`config.mk`:
```
export PLATFORM = sky130hd
export DESIGN_NAME = dmem_port_arbiter
export DESIGN_NICKNAME = d
export VERILOG_FILES = /design/src/rtl/dmem_arb_pkg.sv /design/src/rtl/dmem_resp_tracker.sv /design/src/rtl/dmem_port_arbiter.sv
export SDC_FILE = /design/constraint.sdc
export NUM_CORES = 1
export LEC_CHECK = 0
export BUFFER_PORTS_ARGS = -buffer_cell sky130_fd_sc_hd__buf_2
export CAP_MARGIN = 15
export CORE_AREA = 2 2 98 100
export CTS_BUF_LIST = sky130_fd_sc_hd__clkbuf_16
export CTS_CLUSTER_DIAMETER = 120
export DETAILED_ROUTE_END_ITERATION = 10
export DIE_AREA = 0 0 100 102
export HOLD_SLACK_MARGIN = 0.1
export PLACE_DENSITY_LB_ADDON = 0.12
export SLEW_MARGIN = 10
export SYNTH_ARGS = -nofsm -noshare
export SYNTH_HDL_FRONTEND = slang
export SYNTH_HIERARCHICAL = 1
export SYNTH_SLANG_ARGS = --single-unit
```
`constraint.sdc`:
```
create_clock -name clk_i -period 6.4 [get_ports clk_i]
set_clock_uncertainty 0.1 [all_clocks]
set_input_delay 1.6 -clock clk_i [delete_from_list [all_inputs] [get_ports clk_i]]
set_output_delay 1.6 -clock clk_i [all_outputs]
set_load 0.02 [all_outputs]
```
`src/rtl/dmem_arb_pkg.sv`:
```
// Shared types and constants for the data-memory port arbiter and its response tracker.
package dmem_arb_pkg;

   localparam logic OWN_CPU = 1'b0;
   localparam logic OWN_DBG = 1'b1;

   localparam logic [3:0] WE_READ = 4'b0000;

   localparam int unsigned DMEM_RD_LAT = 2;

   typedef struct packed {
      logic valid;
      logic owner;
   } resp_t;

   function automatic logic is_read(input logic [3:0] we);
      return we == WE_READ;
   endfunction

endpackage

```
`src/rtl/dmem_resp_tracker.sv`:
```
// Fixed-latency shift register tracking {valid, owner} of BRAM reads in flight.
module dmem_resp_tracker
   import dmem_arb_pkg::*;
#(
   parameter int unsigned RD_LAT = DMEM_RD_LAT
) (
   input  logic  clk_i,
   input  logic  rst_i,
   input  resp_t issue_i,
   output resp_t resp_o
);

   resp_t pipe_q [RD_LAT];

   always_ff @(posedge clk_i or posedge rst_i) begin
      if (rst_i) begin
         for (int i = 0; i < int'(RD_LAT); i++) begin
            pipe_q[i] <= '0;
         end
      end else begin
         pipe_q[0] <= issue_i;
         for (int i = 1; i < int'(RD_LAT); i++) begin
            pipe_q[i] <= pipe_q[i-1];
         end
      end
   end

   assign resp_o = pipe_q[RD_LAT-1];

endmodule

```
`src/rtl/dmem_port_arbiter.sv`:
```
// Shares the data BRAM port between the CPU MEM stage (priority) and the debug/loader master,
// with bounded DBG starvation and per-owner routing of fixed-latency read data.
module dmem_port_arbiter
   import dmem_arb_pkg::*;
#(
   parameter int unsigned ADDR_W     = 13,
   parameter int unsigned RD_LAT     = DMEM_RD_LAT,
   parameter int unsigned STARVE_MAX = 8
) (
   input  logic              clk_i,
   input  logic              rst_i,

   input  logic              cpu_req_i,
   input  logic [3:0]        cpu_we_i,
   input  logic [ADDR_W-1:0] cpu_addr_i,
   input  logic [31:0]       cpu_wdata_i,
   output logic              cpu_gnt_o,
   output logic              cpu_stall_o,
   output logic              cpu_rvalid_o,
   output logic [31:0]       cpu_rdata_o,

   input  logic              dbg_req_i,
   input  logic [3:0]        dbg_we_i,
   input  logic [ADDR_W-1:0] dbg_addr_i,
   input  logic [31:0]       dbg_wdata_i,
   output logic              dbg_gnt_o,
   output logic              dbg_rvalid_o,
   output logic [31:0]       dbg_rdata_o,

   output logic              mem_en_o,
   output logic [3:0]        mem_we_o,
   output logic [ADDR_W-1:0] mem_addr_o,
   output logic [31:0]       mem_din_o,
   input  logic [31:0]       mem_dout_i
);

   logic [7:0] starve_q, starve_d;
   logic       dbg_win;
   resp_t      issue, resp;

   assign dbg_win     = (starve_q == 8'(STARVE_MAX));
   assign cpu_gnt_o   = cpu_req_i & ~(dbg_win & dbg_req_i);
   assign dbg_gnt_o   = dbg_req_i & ~cpu_gnt_o;
   assign cpu_stall_o = cpu_req_i & ~cpu_gnt_o;
   assign mem_en_o    = cpu_gnt_o | dbg_gnt_o;

   always_comb begin
      mem_we_o   = '0;
      mem_addr_o = '0;
      mem_din_o  = '0;
      if (cpu_gnt_o) begin
         mem_we_o   = cpu_we_i;
         mem_addr_o = cpu_addr_i;
         mem_din_o  = cpu_wdata_i;
      end else if (dbg_gnt_o) begin
         mem_we_o   = dbg_we_i;
         mem_addr_o = dbg_addr_i;
         mem_din_o  = dbg_wdata_i;
      end
   end

   // A DBG that drops its request forfeits accumulated credit.
   always_comb begin
      starve_d = starve_q;
      if (!dbg_req_i || dbg_gnt_o) begin
         starve_d = '0;
      end else if (!dbg_win) begin
         starve_d = starve_q + 8'd1;
      end
   end

   always_ff @(posedge clk_i or posedge rst_i) begin
      if (rst_i) begin
         starve_q <= '0;
      end else begin
         starve_q <= starve_d;
      end
   end

   assign issue.valid = mem_en_o & is_read(mem_we_o);
   assign issue.owner = dbg_gnt_o ? OWN_DBG : OWN_CPU;

   dmem_resp_tracker #(
      .RD_LAT (RD_LAT)
   ) u_resp_tracker (
      .clk_i   (clk_i),
      .rst_i   (rst_i),
      .issue_i (issue),
      .resp_o  (resp)
   );

   assign cpu_rvalid_o = resp.valid & (resp.owner == OWN_CPU);
   assign dbg_rvalid_o = resp.valid & (resp.owner == OWN_DBG);
   assign cpu_rdata_o  = cpu_rvalid_o ? mem_dout_i : 32'h0;
   assign dbg_rdata_o  = dbg_rvalid_o ? mem_dout_i : 32'h0;

endmodule

```
==> metrics.md <==
| Metric | Value |
|---|---|
| Status | `finished clean` |
| Largest net degree at the start of global routing | `55` |
| Antenna fix cells | `0` |
| Post-Synthesis Cell Area | `1950 um^2` |
| Io pins | `253` |
| Largest family of logic cells by synthesized area | `simple AND/OR/NAND/NOR gates` |
| Die X | `100 um` |
| CP required | `4.70 ns` |
| HP Class | `flip-flop to flip-flop` |
| Hold slack | `0.242 ns` |
| CTS clk-pin slew, worst paths | `0.04 ns` |
| Worst R2R Path Depth | `4` |
| Die area | `10200 um^2` |
| Post-synthesis sequential area ratio | `15.4%` |
| Synth Area in Compound Gates | `31.6%` |
| Vias per cell | `4.69` |
| Row count | `35` |
| Inserted Clock Buffers | `3` |
| First-pass GRT wire length | `12700 um` |
| Vias in the first global route | `2762` |
| 1st-pass router iterations | `4` |
| #FFs+latches synth | `12` |
| Slew Limit Fails | `0` |
| F_max | `188 MHz` |
| Ys Warns | `6` |
| H-tree depth | `1` |
| Mux cell area share after synthesis | `2.57%` |
| Post-synthesis adder-cell area fraction | `1.28%` |
| Final period utilization | `83.3%` |
| Gr usage total | `15.3%` |
| Syn Inst Count | `303` |
| CTS tree | `done` |
| Worst skew pair latency | `0.24 ns` |
| Hold wc startpoint | `u_resp_tracker/pipe_q[2]` |
| LEAKAGE | `1.99 nW` |
| Setup bufs post-CTS | `0` |
| Port bufs | `252` |
| Antenna violations before repair | `1` |
| Setup CP Type | `input pin to primary output` |
| Worst reg2reg endpoint | `starve_q[1]` |
| Period minus WS final | `5.33 ns` |
| Cts repair resizes | `0` |
| Area Growth Syn to Fin | `68.7%` |
| Max-cap viol count | `0` |
| Startpoint Class | `input pin` |
| Core Area | `9110 um^2` |
| Worst slew margin | `48.6%` |
| Clk buf depth | `2` |
| Peak VDD IR | `0.0000640 V` |
| Syn Area/Cell | `6.43 um^2` |
| Crit Path Max Fanout | `48` |
| Grt ovf | `0` |
| CTS Sinks | `12` |
| Worst r2r src | `starve_q[4]` |
| R2R Setup Slk | `3.93 ns` |
| Layout Nets | `663` |
| Synth unique cells | `30` |
| Initial Util | `21.4%` |
| Synth Area in XOR/XNOR | `1.35%` |
| Crit path arrival time | `3.63 ns` |
| DRC violations left | `0` |
| Hold_buf cts | `0` |
| Fin Setup TNS | `0 ns` |
| Hold EP | `u_resp_tracker/resp_o[0]` |
| Share of layout cells above drive strength 1 | `50.2%` |
| Actual slew at the worst max-slew pin | `0.771 ns` |
| # setup viols final | `0` |
| Syn_nets | `439` |
| Post-DP HPWL | `6580 um` |
| Detailed router's first-iteration violation count | `59` |
| Die Ht | `102 um` |
| Crit. End Element | `primary output` |
| Final WL | `8470 um` |
| RSZ-0062 raised after global routing | `false` |
| Gpl congestion | `0.753` |
| CTS Root Cell | `clkbuf_16` |
| Routed via count | `2985` |
| Pwr dens | `110 nW/um^2` |
| Post-route ant nets | `0` |
| Worst Hold Depth | `0` |
| WL per Instance | `13.3 um` |
| Synth Area in Simple Gates | `36.9%` |
| Final Hold Violating Endpoints | `0` |
## worst max path at each step
stage | slack (ns) | startpoint | to
floorplan | 1.52 | dbg_req_i | mem_addr_o[10]
global placement | 1.14 | dbg_req_i | mem_din_o[7]
detailed placement | 1.02 | dbg_req_i | mem_din_o[7]
CTS | 1.02 | dbg_req_i | mem_din_o[7]
global route | 0.89 | dbg_req_i | mem_din_o[7]
finish | 1.07 | dbg_req_i | mem_din_o[7]
## layer usage
metal	vias to the layer above	GRT usage, %	part of all wire [%]
met2	154	30.2	54
met3	19	3.21	7.9
met4	2	5.48	2.3
met1	1300	15.9	36
met5	-	0	0.083
li1	1510	-	-
## cell usage after synthesis, drive strengths merged
cell type	count	area, um^2
and2	34	213
inv	10	37.5
or2	1	6.26
o211ai	46	345
dfrtp	12	300
nand4bb	1	11.3
clkbuf	27	101
mux2i	5	50.1
nor3	1	5.00
nor2	4	15.0
nor4	1	6.26
nand3	2	10.0
nand4	2	12.5
or3	3	18.8
buf	10	72.6
xnor2	1	8.76
or4b	1	13.8
o21ai	49	257
and3	33	206
a21oi	3	15.0
xor2	2	17.5
nand2	52	195
ha	2	25.0
nor2b	1	6.26
## power breakdown
part	switching [mW]	internal, mW
Combinational	0.0967	0.0672
Sequential	0.00399	0.0776
Clock	0.0336	0.0823
Total	0.134	0.227
## flip-flops by register name (all words and copies together), names as in the netlist
| register | count |
|---|---|
| starve_q | 8 |
| u_resp_tracker/resp_o | 2 |
| u_resp_tracker/pipe_q | 2 |
## area by class of cell
class                           count  area [um^2]
Clock inverter                      1         3.75
Tap cell                          111          139
Timing Repair Buffer              256         1290
Clock buffer                        3         75.1
Multi-Input combinational cell    244         1440
Inverter                           10         37.5
Fill cell                        1015         5820
Sequential cell                    12          300
## cell usage in the layout, fill, tap and decap left out, types with 5 or more instances in the layout
cell type	Yosys	layout
dfrtp_1	12	12
and2_1	34	34
o211ai_1	46	46
buf_2	1	252
mux2i_1	5	5
nand2_1	52	52
and3_1	33	33
inv_1	9	9
o21ai_0	29	29
o21ai_1	19	19
## worst max-delay path, cell delays in order
cell and delay [ns]:
buf_2 0.09, or4b_4 0.72, o21ai_4 0.33, inv_2 0.33, o21ai_0 0.32, buf_2 0.22
## cell families after synthesis
kind of cell | after synthesis
XOR/XNOR | 3
multiplexers | 5
flip-flops | 12
adder cells (fa/ha/maj) | 2
AND/OR/NAND/NOR | 136
buffers and inverters | 47
AO/OA/AOI/OAI | 98
## through the flow
| step | worst slack (ns) | power, mW | utilization, % | std cells | cell area, um^2 |
|---|---|---|---|---|---|
| 4_1_cts | 1.02 | 0.366 | 36.1 | 637 | 3290 |
| 5_1_grt | 0.892 | 0.387 | 36.1 | 637 | 3290 |
| 6_report | 1.07 | 0.362 | 36.1 | 637 | 3290 |
| 2_1_floorplan | 1.52 | 0.173 | - | 303 | 1950 |
| 3_3_place_gp | 1.14 | 0.248 | 35.2 | 633 | 3210 |
| 3_5_place_dp | 1.02 | 0.248 | 35.2 | 633 | 3210 |
No activity file was read; power rests on OpenSTA's default activity.
